[src/rtl/uart_pkg.sv]
// Shared UART definitions: parity modes, transmitter FSM encoding and frame sizing.
package uart_pkg;

    localparam int unsigned PAR_NONE = 0;
    localparam int unsigned PAR_ODD  = 1;
    localparam int unsigned PAR_EVEN = 2;

    localparam logic [2:0] ST_IDLE   = 3'd0;
    localparam logic [2:0] ST_START  = 3'd1;
    localparam logic [2:0] ST_DATA   = 3'd2;
    localparam logic [2:0] ST_PARITY = 3'd3;
    localparam logic [2:0] ST_STOP   = 3'd4;

    function automatic int unsigned frame_bits(input int unsigned data_w,
                                               input int unsigned parity,
                                               input int unsigned stop_bits);
        return 1 + data_w + ((parity != PAR_NONE) ? 1 : 0) + stop_bits;
    endfunction

endpackage

[src/rtl/uart_baud_cnt.sv]
// Bit-period counter: counts 0..CLKS_PER_BIT-1 while not cleared, ticks on the last count.
module uart_baud_cnt #(
    parameter int unsigned CLKS_PER_BIT = 87
) (
    input  logic clk,
    input  logic rst_n,
    input  logic clr,
    output logic tick
);

    localparam int unsigned CNT_W = (CLKS_PER_BIT > 1) ? $clog2(CLKS_PER_BIT) : 1;
    localparam logic [CNT_W-1:0] CNT_MAX = CNT_W'(CLKS_PER_BIT - 1);

    logic [CNT_W-1:0] cnt;

    always_ff @(posedge clk) begin
        if (!rst_n || clr) begin
            cnt <= '0;
        end else if (cnt == CNT_MAX) begin
            cnt <= '0;
        end else begin
            cnt <= cnt + 1'b1;
        end
    end

    assign tick = !clr && (cnt == CNT_MAX);

endmodule

[src/rtl/uart_tx_frame.sv]
// Parametrised UART transmitter with valid/ready input and a one-entry holding register
// so consecutive frames run back-to-back without an idle gap.
module uart_tx_frame
    import uart_pkg::*;
#(
    parameter int unsigned CLKS_PER_BIT = 87,
    parameter int unsigned DATA_W       = 8,
    parameter int unsigned PARITY       = 0,
    parameter int unsigned STOP_BITS    = 1
) (
    input  logic              clk,
    input  logic              i_rst_n,
    input  logic              i_tx_valid,
    output logic              o_tx_ready,
    input  logic [DATA_W-1:0] i_tx_data,
    output logic              o_tx_serial,
    output logic              o_tx_active,
    output logic              o_tx_done
);

    if (CLKS_PER_BIT < 2 || CLKS_PER_BIT > 65535) begin : g_bad_clks
        $error("uart_tx_frame: CLKS_PER_BIT must be 2..65535");
    end
    if (DATA_W < 5 || DATA_W > 9) begin : g_bad_width
        $error("uart_tx_frame: DATA_W must be 5..9");
    end
    if (PARITY > PAR_EVEN) begin : g_bad_parity
        $error("uart_tx_frame: PARITY must be 0, 1 or 2");
    end
    if (STOP_BITS < 1 || STOP_BITS > 2) begin : g_bad_stop
        $error("uart_tx_frame: STOP_BITS must be 1 or 2");
    end

    localparam int unsigned FRAME_BITS = frame_bits(DATA_W, PARITY, STOP_BITS);
    // Bit positions within a frame: 0 = start, 1..DATA_W = data, then parity/stop.
    localparam logic [3:0] POS_LAST_DATA = 4'(DATA_W);
    localparam logic [3:0] POS_LAST      = 4'(FRAME_BITS - 1);

    logic [2:0]        state;
    logic [DATA_W-1:0] shreg;
    logic [DATA_W-1:0] hold;
    logic              hold_full;
    logic              ready_q;
    logic              par_q;
    logic              serial_q;
    logic              active_q;
    logic              done_q;
    logic [3:0]        bit_pos;
    logic              tick;

    logic              in_idle;
    logic              accept;
    logic              last_stop;
    logic              start_frame;
    logic              hold_full_nxt;
    logic [DATA_W-1:0] next_data;

    function automatic logic parity_of(input logic [DATA_W-1:0] d);
        return (PARITY == PAR_EVEN) ? ^d : ~^d;
    endfunction

    uart_baud_cnt #(
        .CLKS_PER_BIT(CLKS_PER_BIT)
    ) u_baud (
        .clk  (clk),
        .rst_n(i_rst_n),
        .clr  (in_idle),
        .tick (tick)
    );

    always_comb begin
        in_idle     = (state == ST_IDLE);
        accept      = i_tx_valid && ready_q;
        last_stop   = (state == ST_STOP) && tick && (bit_pos == POS_LAST);
        start_frame = (in_idle && (accept || hold_full)) || (last_stop && hold_full);
        next_data   = hold_full ? hold : i_tx_data;

        // In IDLE an accepted byte bypasses the holding register straight into the shifter.
        hold_full_nxt = hold_full;
        if (accept && !in_idle) begin
            hold_full_nxt = 1'b1;
        end else if (start_frame && hold_full) begin
            hold_full_nxt = 1'b0;
        end
    end

    always_ff @(posedge clk) begin
        if (!i_rst_n) begin
            state     <= ST_IDLE;
            shreg     <= '0;
            hold      <= '0;
            hold_full <= 1'b0;
            ready_q   <= 1'b0;
            par_q     <= 1'b0;
            serial_q  <= 1'b1;
            active_q  <= 1'b0;
            done_q    <= 1'b0;
            bit_pos   <= '0;
        end else begin
            done_q    <= last_stop;
            hold_full <= hold_full_nxt;
            ready_q   <= !hold_full_nxt;
            if (accept && !in_idle) begin
                hold <= i_tx_data;
            end

            if (start_frame) begin
                state    <= ST_START;
                shreg    <= next_data;
                par_q    <= parity_of(next_data);
                bit_pos  <= '0;
                serial_q <= 1'b0;
                active_q <= 1'b1;
            end else if (last_stop) begin
                state    <= ST_IDLE;
                bit_pos  <= '0;
                serial_q <= 1'b1;
                active_q <= 1'b0;
            end else if (tick) begin
                bit_pos <= bit_pos + 4'd1;
                case (state)
                    ST_START, ST_DATA: begin
                        if (bit_pos == POS_LAST_DATA) begin
                            if (PARITY != PAR_NONE) begin
                                state    <= ST_PARITY;
                                serial_q <= par_q;
                            end else begin
                                state    <= ST_STOP;
                                serial_q <= 1'b1;
                            end
                        end else begin
                            state    <= ST_DATA;
                            serial_q <= shreg[0];
                            shreg    <= shreg >> 1;
                        end
                    end
                    ST_PARITY: begin
                        state    <= ST_STOP;
                        serial_q <= 1'b1;
                    end
                    ST_STOP: begin
                        serial_q <= 1'b1;
                    end
                    default: begin
                        state    <= ST_IDLE;
                        serial_q <= 1'b1;
                    end
                endcase
            end
        end
    end

    assign o_tx_ready  = ready_q;
    assign o_tx_serial = serial_q;
    assign o_tx_active = active_q;
    assign o_tx_done   = done_q;

endmodule

[config.mk]
export PLATFORM = sky130hd
export DESIGN_NAME = uart_tx_frame
export DESIGN_NICKNAME = d
export VERILOG_FILES = /design/src/rtl/uart_pkg.sv /design/src/rtl/uart_baud_cnt.sv /design/src/rtl/uart_tx_frame.sv
export SDC_FILE = /design/constraint.sdc
export NUM_CORES = 1
export LEC_CHECK = 0
export CAP_MARGIN = 0
export CELL_PAD_IN_SITES_DETAIL_PLACEMENT = 1
export CELL_PAD_IN_SITES_GLOBAL_PLACEMENT = 2
export CORE_ASPECT_RATIO = 1.2
export CORE_UTILIZATION = 41
export CTS_BUF_LIST = sky130_fd_sc_hd__clkbuf_8 sky130_fd_sc_hd__clkbuf_16
export DETAILED_ROUTE_END_ITERATION = 8
export DONT_BUFFER_PORTS = 1
export PLACE_DENSITY_LB_ADDON = 0.1
export SETUP_SLACK_MARGIN = 0.3
export SKIP_CTS_REPAIR_TIMING = 1
export SYNTH_ARGS = -nofsm -noshare
export SYNTH_HDL_FRONTEND = slang
export SYNTH_SLANG_ARGS = --single-unit
[constraint.sdc]
create_clock -name clk -period 3.4 [get_ports clk]
set_input_delay 0.51 -clock clk [delete_from_list [all_inputs] [get_ports clk]]
set_output_delay 0.51 -clock clk [all_outputs]
set_load 0.01 [all_outputs]
==> summary.md, run 1 <==
| Metric | Value |
|---|---|
| P per Cell Area | `433 nW/µm²` |
| Switch share | `0.231` |
| Final core area utilization | `0.454` |
| Fmax | `502 MHz` |
| GR peak layer | `met2` |
| Most frequent cells in the layout | `dfxtp_1 (35), nand2_1 (26), nor2_1 (14)` |
| Worst-case clock buffer depth | `2` |
| Crit start category | `flip-flop` |
| Hold WS | `317 ps` |
| Wirelength per Cell | `16.6 µm` |
| Number of library cell types mapped by synthesis | `49` |
| Kind of end point of the critical path | `flip-flop` |
| Dominant synthesized flop cell | `dfxtp_1` |
| Largest area contributor in the netlist | `dfxtp_1` |
| Flop pwr share | `0.555` |
| MaxCap Viol Count | `0` |
| Initial antenna violation count | `0` |
| Setup WS pre-CTS | `1470 ps` |
| Worst Slack Setup Final | `1410 ps` |
| M1 GR Usage | `0.233` |
| Tot GR Track Use | `0.207` |
| Core ar. | `3970 µm²` |
| # port buffers | `0` |
| H-tree depth | `2` |
| # DRC | `0` |
| Pin count of the biggest net entering global routing | `29` |
| Die X-Extent | `61.1 µm` |
| CTS tree | `yes` |
| Seq cells post-synth | `35` |
| Peak VDD IR | `0.227 mV` |
| Clock power share | `0.381` |
| Clk sinks | `35` |
| EDFF count, synth | `0` |
| TNS Setup | `0 ps` |
| Synthesized area per cell | `9.03 µm²` |
| M3 GR Usage | `0.0550` |
| Synth Warn # | `0` |
| Area contributors post-synth | `dfxtp_1 (41%), nand2_1 (5.7%), a21boi_0 (4.8%)` |
| Total gr overflow | `0` |
| Ant diodes | `0` |
| Final wirelength | `4030 µm` |
| Clock Latency Late Sink | `280 ps` |
| Total leakage power | `0.631 nW` |
| Placed insts | `235` |
| RSZ-0062 raised after global routing | `no` |
| Drt first pass iters | `4` |
| First-pass GRT wire length | `6640 µm` |
| Num CTS Buffers | `5` |
| Final Critical Period | `1990 ps` |
| Die area | `4450 µm²` |
| Area Overhead vs Synth | `5.17%` |
| CP Max Fanout | `11` |
| Via density | `5.56` |
| DIE HEIGHT | `72.9 µm` |
| Reg clk slew, reported paths | `70 ps` |
| Vias in the first global route | `1,369` |
| CP arrival | `2170 ps` |
| Gpl congestion | `0.772` |
| Top-Level Pins | `15` |
| Row count | `25` |
| Async S/R FF share, synth | `0` |
| Final setup violation count | `0` |
| Met2 Use GR | `0.353` |
| Hold crit path type | `primary input to flip-flop` |
| Number of nets with antenna violations after routing | `0` |
| Top cell type's share of synthesized area | `0.408` |
| Int Pwr | `0.000601 W` |
| Slew HR | `0.581` |
| Sw power | `0.000181 W` |
| Max Slew Vio Count | `0` |
| Seq/Total Area, Yosys | `0.408` |
| Worst-Margin Slew | `623 ps` |
| Logic pwr share | `0.064` |
| Post-synthesis cell count | `190` |
| Starting density of the core | `0.432` |
| Nets@finish | `204` |
| Syn nets | `206` |
| Share of cells above drive strength 1 | `0.0798` |
| Outcome | `complete, no violations` |
| Commonest non-fill, non-tap cell in the layout | `dfxtp_1` |
| Fin crit share | `0.586` |
| Post-DP HPWL | `3020 µm` |
| Clock root buffer | `clkbuf_8` |
| Post-Syn Area | `1720 µm²` |
| Setup CP Type | `flip-flop to flip-flop` |
| Required @ worst endpoint | `3580 ps` |
| Setup Skew | `3.09 ps` |
| Via count | `1,346` |
| Initial DRC Count | `104` |
| Final Hold Viols | `0` |
| Post-Layout Cell Count | `242` |
-- worst paths after layout --
kind / slack, ps / to / depth (start not counted) / from
hold reg to reg: 470 / u_baud.cnt[0] / 1 / u_baud.cnt[0]
setup / recovery: 1410 / shreg[7] / 6 / u_baud.cnt[0]
hold / removal: 320 / o_tx_serial / 1 / i_rst_n
setup reg to reg: 1410 / shreg[7] / 6 / u_baud.cnt[0]
-- sequential cells by signal (all words and copies together), names as in the netlist --
name and count:
o_tx_serial 1, state 3, hold 8, shreg 8, o_tx_done 1, u_baud.cnt 7
o_tx_ready 1, o_tx_active 1, hold_full 1, bit_pos 4
-- critical path: stages, from the launching register on --
cell	delay, ps
dfxtp_1	340
inv_1	60
ha_1	170
nor3b_1	250
nand4_1	490
and4_1	410
o21a_1	170
-- area by class of cell --
| cell class | count | area [µm²] |
|---|---|---|
| Tap cell | 54 | 67.6 |
| Clock buffer | 6 | 82.6 |
| Clock inverter | 1 | 5.00 |
| Fill cell | 472 | 2170 |
| Multi-Input combinational cell | 138 | 920 |
| Sequential cell | 35 | 701 |
| Inverter | 8 | 30.0 |
-- cell usage after synthesis, types with 4 or more instances --
| cell | number |
|---|---|
| nand2_1 | 26 |
| nor2_1 | 14 |
| xnor2_1 | 5 |
| xor2_1 | 4 |
| a21boi_0 | 11 |
| nand4_1 | 4 |
| a22oi_1 | 4 |
| nand3_1 | 12 |
| inv_1 | 8 |
| ha_1 | 5 |
| dfxtp_1 | 35 |
| o221ai_1 | 4 |
-- layer usage --
| metal | vias up | wire [µm] |
|---|---|---|
| li1 | 670 | - |
| met1 | 650 | 1720 |
| met2 | 17 | 2090 |
| met3 | 9 | 116 |
| met4 | 0 | 98 |
| met5 | - | 0 |
-- per-stage QoR --
stage,area [µm²],total power [W]
2_1_floorplan,1720,0.000488
3_3_place_gp,1720,0.000491
3_5_place_dp,1720,0.000494
4_1_cts,1810,0.000795
5_1_grt,1810,0.000818
6_report,1810,0.000782
-- power by group through the flow --
stage	logic, W	registers, W	clock network (W)
final	0.0000500	0.000434	0.000298
after detailed placement	0.0000505	0.000443	0
after global placement	0.0000484	0.000443	0
after CTS	0.0000508	0.000434	0.000311
after floorplan	0.0000492	0.000438	0
after global routing	0.0000564	0.000435	0.000327
-- cells by family (layout without fill, tap and decap cells) --
kind of cell,after synthesis,in the layout,share of synthesized area
adders and majority gates,6,6,0.0423
xor gates and xnor gates,9,9,0.0459
and+or+nand+nor,84,84,0.271
buffers and inverters,17,15,0.0561
AOI/OAI and AO/OA,37,37,0.165
DFF,35,35,0.408
muxes,2,2,0.0117
Power figures use the tool's default switching activity.
==> run 2, diff against run 1 <==
--- a/config.mk
+++ b/config.mk
@@ -9,7 +9,7 @@
 export CELL_PAD_IN_SITES_DETAIL_PLACEMENT = 1
 export CELL_PAD_IN_SITES_GLOBAL_PLACEMENT = 2
 export CORE_ASPECT_RATIO = 1.2
-export CORE_UTILIZATION = 41
+export CORE_UTILIZATION = 38
 export CTS_BUF_LIST = sky130_fd_sc_hd__clkbuf_8 sky130_fd_sc_hd__clkbuf_16
 export DETAILED_ROUTE_END_ITERATION = 8
 export DONT_BUFFER_PORTS = 1
==> constraint.sdc (replaced) <==
create_clock -name clk -period 2 [get_ports clk]
set_input_delay 0.3 -clock clk [delete_from_list [all_inputs] [get_ports clk]]
set_output_delay 0.3 -clock clk [all_outputs]
set_load 0.01 [all_outputs]
==> run 2 against run 1 <==
Against the previous run:
- maximum frequency grew 22%
- power grew 72%
- clock skew grew 6.7 ps
- cell count grew 3.7%
- sequential power grew 70%
- combinational power grew 92%
- hold slack lost 200 ps
- utilization shrank 0.66 points
- non-clock buffer count grew 7
- via count grew 1.9%
==> summary.md, run 2 (synthesized netlist as in run 1, its figures left out) <==
| Metric | Value |
|---|---|
| Die X-Extent | `63.4 µm` |
| Clk sinks | `35` |
| Tot GR Track Use | `0.186` |
| Met2 wire len | `2260 µm` |
| H-tree depth | `2` |
| Max Slew Vio Count | `0` |
| Reg clk slew, reported paths | `70 ps` |
| P per Cell Area | `698 nW/µm²` |
| Kind of end point of the critical path | `flip-flop` |
| Hold Path End | `o_tx_serial` |
| Worst Path Buf+Inv | `1` |
| Placed insts | `240` |
| Final Hold Viols | `0` |
| Post-Layout Cell Count | `251` |
| Setup Skew | `9.75 ps` |
| Reg area | `702 µm²` |
| Hold WS | `113 ps` |
| Outcome | `complete, no violations` |
| Placed Area | `1740 µm²` |
| Nets@finish | `211` |
| CP Max Fanout | `4` |
| Num CTS Buffers | `5` |
| Core ar. | `4290 µm²` |
| R2R setup slack | `360 ps` |
| Ant diodes | `0` |
| Hold path start | `i_rst_n` |
| MaxCap Viol Count | `0` |
| Final setup violation count | `0` |
| # DRC | `0` |
| Total gr overflow | `0` |
| CP arrival | `1820 ps` |
| Final Critical Period | `1640 ps` |
| Design area | `1920 µm²` |
| Crit path cell chain | `inv_1 -> ha_1 -> and4b_2 -> nand4_1 -> a21o_1 -> and3_2` |
| DIE HEIGHT | `75.6 µm` |
| Area of the multi-input gates | `981 µm²` |
| Area Overhead vs Synth | `12.0%` |
| Initial antenna violation count | `0` |
| Reg-to-reg startpoint | `bit_pos[1]` |
| DR top layer | `met4` |
| RSZ-0062 raised after global routing | `no` |
| Slew HR | `0.598` |
| WL met1 | `1710 µm` |
| Share of cells above drive strength 1 | `0.159` |
| Post-DP HPWL | `3140 µm` |
| Critical-path top delay cell | `dfxtp_1` |
| Number of nets with antenna violations after routing | `0` |
| R2R depth | `6` |
| Wirelength per Cell | `16.6 µm` |
| Crit start category | `flip-flop` |
| Commonest non-fill, non-tap cell in the layout | `dfxtp_1` |
| Vias in the first global route | `1,422` |
| Clock Latency Late Sink | `280 ps` |
| Total leakage power | `0.684 nW` |
| Gpl congestion | `0.741` |
| Drt first pass iters | `4` |
| Fillers | `515` |
| # port buffers | `0` |
| TNS Setup | `0 ps` |
| Starting density of the core | `0.400` |
| Worst-Margin Slew | `601 ps` |
| Hold crit path type | `primary input to flip-flop` |
| Initial DRC Count | `70` |
| Row count | `26` |
| Via count | `1,371` |
| Power, Total | `0.00134 W` |
| Most frequent cells in the layout | `dfxtp_1 (34), nand2_1 (25), nor2_1 (14)` |
| Worst stage delay on the critical path | `330 ps` |
| Die area | `4790 µm²` |
| Clock root buffer | `clkbuf_8` |
| DR WL met3 | `90 µm` |
| Via density | `5.46` |
| Final wirelength | `4180 µm` |
| Setup CP Type | `flip-flop to flip-flop` |
| Fin crit share | `0.818` |
| Crit-path leading delay family | `simple AND/OR/NAND/NOR gates` |
| Top-Level Pins | `15` |
| Critical Path Stages | `6` |
| Hold path cells | `1` |
| Largest registers | `hold (8), shreg (8), u_baud.cnt (7)` |
| Peak VDD IR | `0.327 mV` |
| Fmax | `611 MHz` |
| Worst-case clock buffer depth | `2` |
| Crit Reg-Reg Endpoint | `hold_full` |
| First-pass GRT wire length | `6730 µm` |
| CTS tree | `yes` |
| Required @ worst endpoint | `2180 ps` |
| Pin count of the biggest net entering global routing | `29` |
==> run 2: changes by cell type in the layout (fill, tap and decap cells not counted), sizes merged <==
| cell | change |
|---|---|
| buf | +7 |
==> run 2: layer usage <==
layer / vias up / GRT usage
li1: 685 / -
met4: 0 / 0.0934
met3: 9 / 0.0329
met2: 14 / 0.364
met1: 663 / 0.191
met5: - / 0
==> run 2: cell type report <==
type | instances | share of cell area
repair buffers | 7 | 0.0273
inverters | 8 | 0.0156
clock inverters | 1 | 0.00260
flip-flops and latches | 35 | 0.365
multi-input cells | 138 | 0.510
well taps | 56 | 0.0364
clock buffers | 6 | 0.0429
==> run 2: worst max path at each step <==
stage | startpoint | to
after floorplan | u_baud.cnt[0] | shreg[3]
after CTS | u_baud.cnt[0] | o_tx_serial
after global placement | u_baud.cnt[0] | shreg[7]
after global routing | state[0] | hold[3]
final | bit_pos[1] | hold_full
after detailed placement | u_baud.cnt[0] | o_tx_serial
==> run 2: where the power goes <==
part	total [W]	internal (W)	switching, W	leakage [nW]
Sequential	0.000737	0.000718	0.0000192	0.285
Clock	0.000508	0.000270	0.000238	0.0470
Combinational	0.0000960	0.0000396	0.0000564	0.352
==> run 2: stage by stage <==
step,setup WS [ps],util
floorplan,512,-
global placement,210,0.406
detailed placement,207,0.406
CTS,188,0.426
global route,279,0.448
finish,364,0.448
==> run 2: worst register-to-register path: cells and delay by family (launching register included) <==
kind	cells	cell delay [ps]
flops	1	330
fa+ha+maj	1	160
simple gates	3	730
compound gates	1	250
buf+inv	1	80
